## src/rtl/serial_sub_pkg.sv

```systemverilog
// Shared types and constants for the bit-serial subtractor.
package serial_sub_pkg;

    localparam int unsigned DEFAULT_WIDTH = 5;

    typedef enum logic [1:0] {
        IDLE,
        RUN,
        DONE
    } state_e;

endpackage

```

## src/rtl/serial_subtractor_if.sv

```systemverilog
// Request/result bundle of serial_subtractor; the ovf signal exists only
// when SERIAL_SUB_OVF_EN is defined.
interface serial_subtractor_if
    import serial_sub_pkg::*;
#(
    parameter int unsigned WIDTH = DEFAULT_WIDTH
);

    logic             start;
    logic [WIDTH-1:0] a;
    logic [WIDTH-1:0] b;
    logic             b_in;
    logic             busy;
    logic             done;
    logic [WIDTH-1:0] d;
    logic             b_out;
`ifdef SERIAL_SUB_OVF_EN
    logic             ovf;

    modport master (
        output start, a, b, b_in,
        input  busy, done, d, b_out, ovf
    );

    modport slave (
        input  start, a, b, b_in,
        output busy, done, d, b_out, ovf
    );
`else
    modport master (
        output start, a, b, b_in,
        input  busy, done, d, b_out
    );

    modport slave (
        input  start, a, b, b_in,
        output busy, done, d, b_out
    );
`endif

endinterface

```

## src/rtl/full_subtractor.sv

```systemverilog
// Single-bit full subtractor: diff = x - y - bi, with borrow-out bo.
module full_subtractor (
    input  logic x,
    input  logic y,
    input  logic bi,
    output logic diff,
    output logic bo
);

    assign diff = x ^ y ^ bi;
    assign bo   = (~x & y) | (~(x ^ y) & bi);

endmodule

```

## src/rtl/serial_subtractor.sv

```systemverilog
// Bit-serial subtractor: d = a - b - b_in over WIDTH cycles, LSB first.
// Optional signed-overflow flag enabled with SERIAL_SUB_OVF_EN.
module serial_subtractor
    import serial_sub_pkg::*;
#(
    parameter int unsigned WIDTH = DEFAULT_WIDTH
) (
    input  logic                clk,
    input  logic                rst,
    serial_subtractor_if.slave  bus
);

    localparam int unsigned            CNT_W    = $clog2(WIDTH);
    localparam logic [CNT_W-1:0]       LAST_BIT = CNT_W'(WIDTH - 1);

    state_e           state_q;
    logic [WIDTH-1:0] a_sr_q;
    logic [WIDTH-1:0] b_sr_q;
    logic [WIDTH-1:0] res_sr_q;
    logic             borrow_q;
    logic [CNT_W-1:0] cnt_q;
    logic             busy_q;
    logic             done_q;
    logic [WIDTH-1:0] d_q;
    logic             b_out_q;
    logic             diff;
    logic             bo;
    logic             accept;

    // Requests are taken in IDLE and in the DONE cycle, never mid-operation.
    assign accept = bus.start && (state_q != RUN);

    full_subtractor u_fs (
        .x    (a_sr_q[0]),
        .y    (b_sr_q[0]),
        .bi   (borrow_q),
        .diff (diff),
        .bo   (bo)
    );

`ifdef SERIAL_SUB_OVF_EN
    logic a_msb_q;
    logic b_msb_q;
    logic ovf_q;

    always_ff @(posedge clk) begin
        if (rst) begin
            a_msb_q <= 1'b0;
            b_msb_q <= 1'b0;
            ovf_q   <= 1'b0;
        end else if (accept) begin
            a_msb_q <= bus.a[WIDTH-1];
            b_msb_q <= bus.b[WIDTH-1];
        end else if (state_q == RUN && cnt_q == LAST_BIT) begin
            // diff here is the result MSB.
            ovf_q <= (a_msb_q ^ b_msb_q) & (a_msb_q ^ diff);
        end
    end

    assign bus.ovf = ovf_q;
`endif

    always_ff @(posedge clk) begin
        if (rst) begin
            state_q  <= IDLE;
            a_sr_q   <= '0;
            b_sr_q   <= '0;
            res_sr_q <= '0;
            borrow_q <= 1'b0;
            cnt_q    <= '0;
            busy_q   <= 1'b0;
            done_q   <= 1'b0;
            d_q      <= '0;
            b_out_q  <= 1'b0;
        end else if (accept) begin
            state_q  <= RUN;
            a_sr_q   <= bus.a;
            b_sr_q   <= bus.b;
            res_sr_q <= '0;
            borrow_q <= bus.b_in;
            cnt_q    <= '0;
            busy_q   <= 1'b1;
            done_q   <= 1'b0;
        end else begin
            case (state_q)
                RUN: begin
                    a_sr_q   <= {1'b0, a_sr_q[WIDTH-1:1]};
                    b_sr_q   <= {1'b0, b_sr_q[WIDTH-1:1]};
                    res_sr_q <= {diff, res_sr_q[WIDTH-1:1]};
                    borrow_q <= bo;
                    cnt_q    <= cnt_q + CNT_W'(1);
                    if (cnt_q == LAST_BIT) begin
                        state_q <= DONE;
                        d_q     <= {diff, res_sr_q[WIDTH-1:1]};
                        b_out_q <= bo;
                        busy_q  <= 1'b0;
                        done_q  <= 1'b1;
                    end
                end
                DONE: begin
                    state_q <= IDLE;
                    done_q  <= 1'b0;
                end
                default: begin
                    state_q <= IDLE;
                    done_q  <= 1'b0;
                end
            endcase
        end
    end

    assign bus.busy  = busy_q;
    assign bus.done  = done_q;
    assign bus.d     = d_q;
    assign bus.b_out = b_out_q;

endmodule

```

## src/flat_wrapper.sv

```systemverilog
// flat-port wrapper written by rule: the top's interface ports become plain ports
module serial_subtractor_flat import serial_sub_pkg::*;
#(
    parameter int unsigned WIDTH = DEFAULT_WIDTH
)
  (clk, rst, bus_start, bus_a, bus_b, bus_b_in, bus_busy, bus_done, bus_d, bus_b_out);
  serial_subtractor_if #(.WIDTH(WIDTH)) bus_i ();
  input  logic clk;
  input  logic rst;
  input wire logic [$bits(bus_i.start)-1:0] bus_start;
  input wire logic [$bits(bus_i.a)-1:0] bus_a;
  input wire logic [$bits(bus_i.b)-1:0] bus_b;
  input wire logic [$bits(bus_i.b_in)-1:0] bus_b_in;
  output wire logic [$bits(bus_i.busy)-1:0] bus_busy;
  output wire logic [$bits(bus_i.done)-1:0] bus_done;
  output wire logic [$bits(bus_i.d)-1:0] bus_d;
  output wire logic [$bits(bus_i.b_out)-1:0] bus_b_out;
  assign bus_i.start = bus_start;
  assign bus_i.a = bus_a;
  assign bus_i.b = bus_b;
  assign bus_i.b_in = bus_b_in;
  assign bus_busy = bus_i.busy;
  assign bus_done = bus_i.done;
  assign bus_d = bus_i.d;
  assign bus_b_out = bus_i.b_out;
  serial_subtractor #(.WIDTH(WIDTH)) u_core (.clk(clk), .rst(rst), .bus(bus_i));
endmodule
```

## config.mk

```make
export PLATFORM = sky130hd
export DESIGN_NAME = serial_subtractor_flat
export DESIGN_NICKNAME = d
export VERILOG_FILES = /design/src/rtl/serial_sub_pkg.sv /design/src/rtl/serial_subtractor_if.sv /design/src/rtl/full_subtractor.sv /design/src/rtl/serial_subtractor.sv /design/src/flat_wrapper.sv
export SDC_FILE = /design/constraint.sdc
export NUM_CORES = 1
export LEC_CHECK = 0
export CAP_MARGIN = 40
export CORE_AREA = 2 2 66 43
export DETAILED_ROUTE_END_ITERATION = 10
export DIE_AREA = 0 0 68 45
export MAX_ROUTING_LAYER = met4
export PLACE_DENSITY = 0.74
export SLEW_MARGIN = 20
export SYNTH_ARGS = -nofsm -noshare
export SYNTH_HDL_FRONTEND = slang
export SYNTH_HIERARCHICAL = 1
export SYNTH_SLANG_ARGS = --single-unit
```

## constraint.sdc

```tcl
create_clock -name clk -period 1.7 [get_ports clk]
set_clock_uncertainty 0.15 [all_clocks]
set_input_delay 0.34 -clock clk [delete_from_list [all_inputs] [get_ports clk]]
set_output_delay 0.34 -clock clk [all_outputs]
set_load 0.03 [all_outputs]
```

; After elaboration in Yosys (flattened, before gate mapping)
; Index checks and enable logic that the tools add are counted.
[totals]
ff_bits = 28
word_cells = 43
output_inout_bits = 8
in_bits = 14
[classes]
n_addsub = 1
bitwise = 9
reduce_logical = 7
n_mux = 12
eq_ne = 4
[ops]
columns = operator, count
row1 = two-way mux 5 bit, 4
row2 = two-way mux 1 bit, 8
row3 = inverter 1 bit, 4
row4 = nonzero test 2 bit, 2
row5 = adder 3 x 1 -> 3 bit (second input constant), 1
row6 = == test 3 bit (second input constant), 1
row7 = inequality test 3 x 1 -> 1 bit (second input constant), 1
row8 = AND reduction 3 bit, 1
row9 = OR reduction 3 bit, 1
row10 = bitwise AND 1 bit, 2
row11 = == test 2 x 1 -> 1 bit (second input constant), 1
row12 = inequality test 2 x 1 -> 1 bit (second input constant), 1
row13 = AND reduction 2 bit, 1
row14 = OR reduction 2 bit, 1
row15 = XOR 1 bit, 2
row16 = logical AND 1 bit, 1
row17 = OR 1 bit, 1

; Depth between registers and ports, before layout
[logic_depth]
word_depth = 6
ltp_mapped = 6

; Modules after synthesis
; Netlist, hierarchy kept.
[modules_own_cells]
columns = mod, cells_each, n_inst, area_each_um2
row1 = serial_subtractor, 112, 1, 1131.1
row2 = full_subtractor, 4, 1, 31.3

; Least setup slack after synthesis
; Ideal clock, no wire load.
[synth_timing]
path_kind = reg-to-reg
startpoint = reg u_core/bus.done (netlist name)
endpoint = reg u_core.b_out_q, in the netlist u_core/bus.b_out
setup_ns = 0.128
path_stages_with_launch = 5
setup_slack_ns = 0.319
t_arrival_ns = 1.103
t_required_ns = 1.422
cell_sequence = dfxtp_1 -> nand4b_1 -> buf_4 -> mux2i_1 -> nor2_1
[synth_lines]
columns = element, line_no
row1 = to (signal assigned), serial_subtractor.sv:95  ; b_out_q <= bo;
row2 = to (decl), serial_subtractor.sv:25  ; logic b_out_q;

; Final worst setup path
[layout_timing]
startpoint = reg u_core.done_q, in the netlist u_core/bus.done
endpoint = out bus_done
[layout_lines]
columns = element, line_no
row1 = from (decl), serial_subtractor.sv:23  ; logic done_q;
row2 = from (signal assigned), serial_subtractor.sv:72  ; done_q <= 1'b0;
row3 = from (signal assigned), serial_subtractor.sv:83  ; done_q <= 1'b0;
row4 = from (signal assigned), serial_subtractor.sv:97  ; done_q <= 1'b1;
row5 = to (decl), flat_wrapper.sv:15  ; output wire logic [$bits(bus_i.done)-1:0] bus_done;
; No word-level cell between the ends.

==> metrics.txt <==
# TYPE chip_impl_metric gauge
chip_impl_metric{name="max_cap_viol_count",unit=""} 0
chip_impl_metric{name="syn_inst",unit=""} 116
chip_impl_metric{name="routed_antenna_nets",unit=""} 0
chip_impl_metric{name="ys.warnings.count",unit=""} 6
chip_impl_metric{name="report.final.setup_viol",unit=""} 0
chip_impl_metric{name="grt_pass1_wl",unit="um"} 3594
chip_impl_metric{name="synthesis.nets",unit=""} 133
chip_impl_metric{name="timing.critical_path.arrival",unit="ns"} 1.10
chip_impl_metric{name="chipWidth",unit="um"} 68
chip_impl_metric{name="drive_gt1_share",unit="%"} 9.489
chip_impl_metric{name="critPathRequiredTime",unit="ns"} 1.21
chip_impl_metric{name="finalMaxSlewViolations",unit=""} 0
chip_impl_info{name="cts_tree",value="yes"} 1
chip_impl_metric{name="postLayoutCellArea",unit="mm^2"} 0.001435
chip_impl_metric{name="route.detailed.drc",unit=""} 0
chip_impl_metric{name="num_rows",unit=""} 14
chip_impl_metric{name="global_route.usage.total",unit="%"} 16.50
chip_impl_metric{name="critical_path.n_buffers_inverters",unit=""} 1
chip_impl_info{name="status",value="finished clean"} 1
chip_impl_metric{name="gr-usage-met3",unit="%"} 5.237
chip_impl_metric{name="via_count_of_the_first_global_routing_pass",unit=""} 808
chip_impl_metric{name="critPathMaxFanout",unit=""} 4
chip_impl_info{name="cell_type_of_the_slowest_stage_on_the_worst_timing_path",value="sky130_fd_sc_hd__dlygate4sd2_1"} 1
chip_impl_metric{name="antenna_cells_inserted",unit=""} 0
chip_impl_metric{name="floorplan.die_area",unit="mm^2"} 0.003060
chip_impl_metric{name="die_height",unit="um"} 45
chip_impl_metric{name="starting_density_of_the_core",unit="%"} 48.08
chip_impl_info{name="clk_root_buffer_cell",value="sky130_fd_sc_hd__clkbuf_8"} 1
chip_impl_metric{name="worst_skew_pair.late_latency",unit="ns"} 0.27
chip_impl_metric{name="tritoncts.num_buffers",unit=""} 3
chip_impl_info{name="rsz0062_at_grt",value="false"} 1
chip_impl_metric{name="place.port_buffers",unit=""} 21
chip_impl_metric{name="max_slew_margin",unit="%"} 79.71
chip_impl_metric{name="leakage",unit="nW"} 0.6456
chip_impl_metric{name="initialDrtViolationCount",unit=""} 71
chip_impl_metric{name="synth_cell_type_count",unit=""} 25
chip_impl_metric{name="clkSinkCount",unit=""} 27
chip_impl_metric{name="tightestPinTransition",unit="ns"} 0.3056
chip_impl_metric{name="final_min_period_over_clock_period",unit="%"} 93.56
chip_impl_metric{name="cp_slowest_stage_delay",unit="ns"} 0.42
chip_impl_metric{name="drt-vias-per-instance",unit=""} 5.112
chip_impl_info{name="worst_setup_path_end_kind",value="primary output"} 1
chip_impl_metric{name="area_delta_synth_final",unit="%"} 23.47
chip_impl_metric{name="share_of_total_power_in_combinational_logic",unit="%"} 13.6
chip_impl_metric{name="number_of_placed_instances_taps_included",unit=""} 165
chip_impl_metric{name="power-per-cell-area",unit="mW/mm^2"} 839.2
chip_impl_metric{name="final_routed_wirelength_across_all_metal_layers",unit="um"} 2117
chip_impl_metric{name="synth_seq_cells",unit=""} 27
chip_impl_info{name="crit_chain",value="dlygate4sd2_1"} 1
chip_impl_metric{name="highest_clock_frequency_the_design_can_meet",unit="MHz"} 628.7
chip_impl_metric{name="intPower",unit="mW"} 0.9153
chip_impl_info{name="grt_most_used_layer",value="met2"} 1
chip_impl_metric{name="tns",unit="ns"} 0
chip_impl_metric{name="final.min_clock_period",unit="ns"} 1.590
chip_impl_metric{name="avgSynthCellArea",unit="um^2"} 10.02
chip_impl_metric{name="vias",unit=""} 864
chip_impl_metric{name="routabilityCongestion",unit=""} 0.7816
chip_impl_metric{name="power.ir.vdd_worst",unit="V"} 0.0005747
chip_impl_metric{name="cts.clk_slew.worst_paths",unit="ns"} 0.09
chip_impl_info{name="cpLargestDelayFamily",value="buffers and inverters"} 1
chip_impl_metric{name="hold_violations",unit=""} 0
chip_impl_metric{name="dp_hpwl",unit="um"} 1516
chip_impl_metric{name="h-tree-depth",unit=""} 1
chip_impl_metric{name="groute.layer.met2.usage",unit="%"} 26.02
chip_impl_info{name="critPathLaunchType",value="register"} 1
chip_impl_metric{name="number_of_ports_placed_on_the_die_boundary",unit=""} 22
chip_impl_metric{name="share_seq_of_total_power",unit="%"} 56.6
chip_impl_metric{name="core",unit="mm^2"} 0.002417
chip_impl_metric{name="grt_start_max_net_pins",unit=""} 28
chip_impl_metric{name="synth_seq_area_share",unit="%"} 46.50
chip_impl_metric{name="grt_remaining_overflow",unit=""} 0
chip_impl_metric{name="detailedRoute.firstPassIterationCount",unit=""} 4
chip_impl_metric{name="share_clk_of_total_power",unit="%"} 29.7
chip_impl_metric{name="grt_antenna_before_repair",unit=""} 0
chip_impl_metric{name="wl_per_cell",unit="um"} 12.53
chip_impl_metric{name="synth_cell_area",unit="mm^2"} 0.001162
chip_impl_info{name="timing.setup.critical_path_class",value="reg2out"} 1
chip_impl_metric{name="netSwitchingPower",unit="mW"} 0.2891
chip_impl_metric{name="nNetsFinal",unit=""} 155
chip_impl_metric{name="global_route.usage.met1",unit="%"} 20.94
chip_impl_metric{name="final_instance_count_excl_fillers",unit=""} 169
chip_impl_info{name="hold_path_class",value="reg2reg"} 1
chip_impl_metric{name="postCtsSetupBuffers",unit=""} 0
chip_impl_metric{name="post_dp_cell_area",unit="mm^2"} 0.001400
chip_impl_metric{name="clock_tree.buffer_depth",unit=""} 2
chip_impl_metric{name="switching_share_of_power",unit="%"} 24.00
## path summary, 6_finish.rpt
kind,startpoint,to,slack [ns],depth (start not counted)
worst min-delay path,u_core/res_sr_q[4],u_core/res_sr_q[3],0.32,2
worst max-delay path,u_core/bus.done,bus_done,0.11,1
worst max register to register,u_core/state_q[0],u_core/cnt_q[2],0.26,3
worst min register to register,u_core/res_sr_q[4],u_core/res_sr_q[3],0.32,2
## flip-flops by register name (all words and copies together), names as in the netlist
register,flops
u_core/borrow_q,1
u_core/bus.d,5
u_core/a_sr_q,5
u_core/bus.done,1
u_core/b_sr_q,5
u_core/cnt_q,3
u_core/res_sr_q,4
u_core/bus.b_out,1
u_core/bus.busy,1
u_core/state_q,1
## stage by stage
stage	total power [mW]	utilization (%)	hold WS, ns	setup WS [ns]
6_report	1.204	59.37	0.3206	0.1095
5_1_grt	1.260	59.37	0.3530	0.06848
4_1_cts	1.217	59.37	0.3219	0.09423
3_5_place_dp	0.8625	57.92	0.3165	0.01978
3_3_place_gp	0.8546	57.92	0.3071	0.07736
2_1_floorplan	0.8053	-	0.2943	0.3194
## cell families (layout without fill, tap and decap cells)
family,Yosys count,count (layout),share of synthesized area [%]
flops,27,27,46.50
mux,18,18,15.93
compound gates,19,19,11.30
simple gates,35,35,15.39
buf+inv,14,35,6.996
fa+ha+maj,3,3,3.875
## cell usage in the layout (no fill, tap or decap)
cell type / instances
sky130_fd_sc_hd__or3_1: 2
sky130_fd_sc_hd__buf_12: 1
sky130_fd_sc_hd__o21ai_0: 1
sky130_fd_sc_hd__nor2_1: 18
sky130_fd_sc_hd__a21oi_2: 1
sky130_fd_sc_hd__nor3_1: 2
sky130_fd_sc_hd__fa_1: 1
sky130_fd_sc_hd__clkbuf_8: 3
sky130_fd_sc_hd__dfxtp_1: 27
sky130_fd_sc_hd__nand4b_1: 1
sky130_fd_sc_hd__buf_4: 4
sky130_fd_sc_hd__nand2b_4: 1
sky130_fd_sc_hd__dlygate4sd2_1: 8
sky130_fd_sc_hd__mux2i_1: 17
sky130_fd_sc_hd__a211oi_2: 1
sky130_fd_sc_hd__nand2_1: 6
sky130_fd_sc_hd__clkbuf_1: 1
sky130_fd_sc_hd__ha_1: 2
sky130_fd_sc_hd__clkdlybuf4s50_1: 13
sky130_fd_sc_hd__mux2_4: 1
sky130_fd_sc_hd__a22oi_1: 1
sky130_fd_sc_hd__a211oi_1: 9
sky130_fd_sc_hd__nand3b_1: 4
sky130_fd_sc_hd__a21oi_1: 6
sky130_fd_sc_hd__nor2b_4: 1
sky130_fd_sc_hd__inv_1: 5
## power groups by stage
stage	clock network, mW	logic [mW]	registers, mW
after floorplan	0	0.110	0.695
after global placement	0	0.160	0.695
after detailed placement	0	0.165	0.697
after CTS	0.370	0.165	0.683
after global routing	0.392	0.182	0.686
final	0.358	0.164	0.682
## synthesized netlist by cell type, drive strengths merged
master / n / area [um^2]
a211oi: 10 / 80.07
a21oi: 7 / 38.79
a22oi: 1 / 7.510
buf: 8 / 58.80
clkbuf: 1 / 3.750
dfxtp: 27 / 540.5
fa: 1 / 20.02
ha: 2 / 25.02
inv: 5 / 18.77
mux2: 1 / 15.01
mux2i: 17 / 170.2
nand2: 6 / 22.52
nand2b: 1 / 13.76
nand3b: 4 / 30.03
nand4b: 1 / 8.760
nor2: 18 / 67.56
nor2b: 1 / 13.76
nor3: 2 / 10.01
o21ai: 1 / 5.000
or3: 2 / 12.51
## per-layer routing
| metal | share of wire [%] | routed length, um |
|---|---|---|
| met1 | 50 | 1061 |
| met2 | 46 | 965 |
| met3 | 4.3 | 90 |
| met4 | 0 | 0 |
| met5 | 0 | 0 |
## timing repair
action,in CTS,in global routing
hold buffers,0,0
gates resized for setup,8,0
hold endpoints to repair,0,0
setup endpoints to repair,8,0
## cell type report
type	instances	area, um^2
Fill cell	216	982.2
Timing Repair Buffer	26	250.2
Inverter	5	18.77
Sequential cell	27	540.5
Multi-Input combinational cell	75	540.5
Clock buffer	4	45.04
Tap cell	32	40.04
Note: power is estimated with default switching activity, not from simulation.
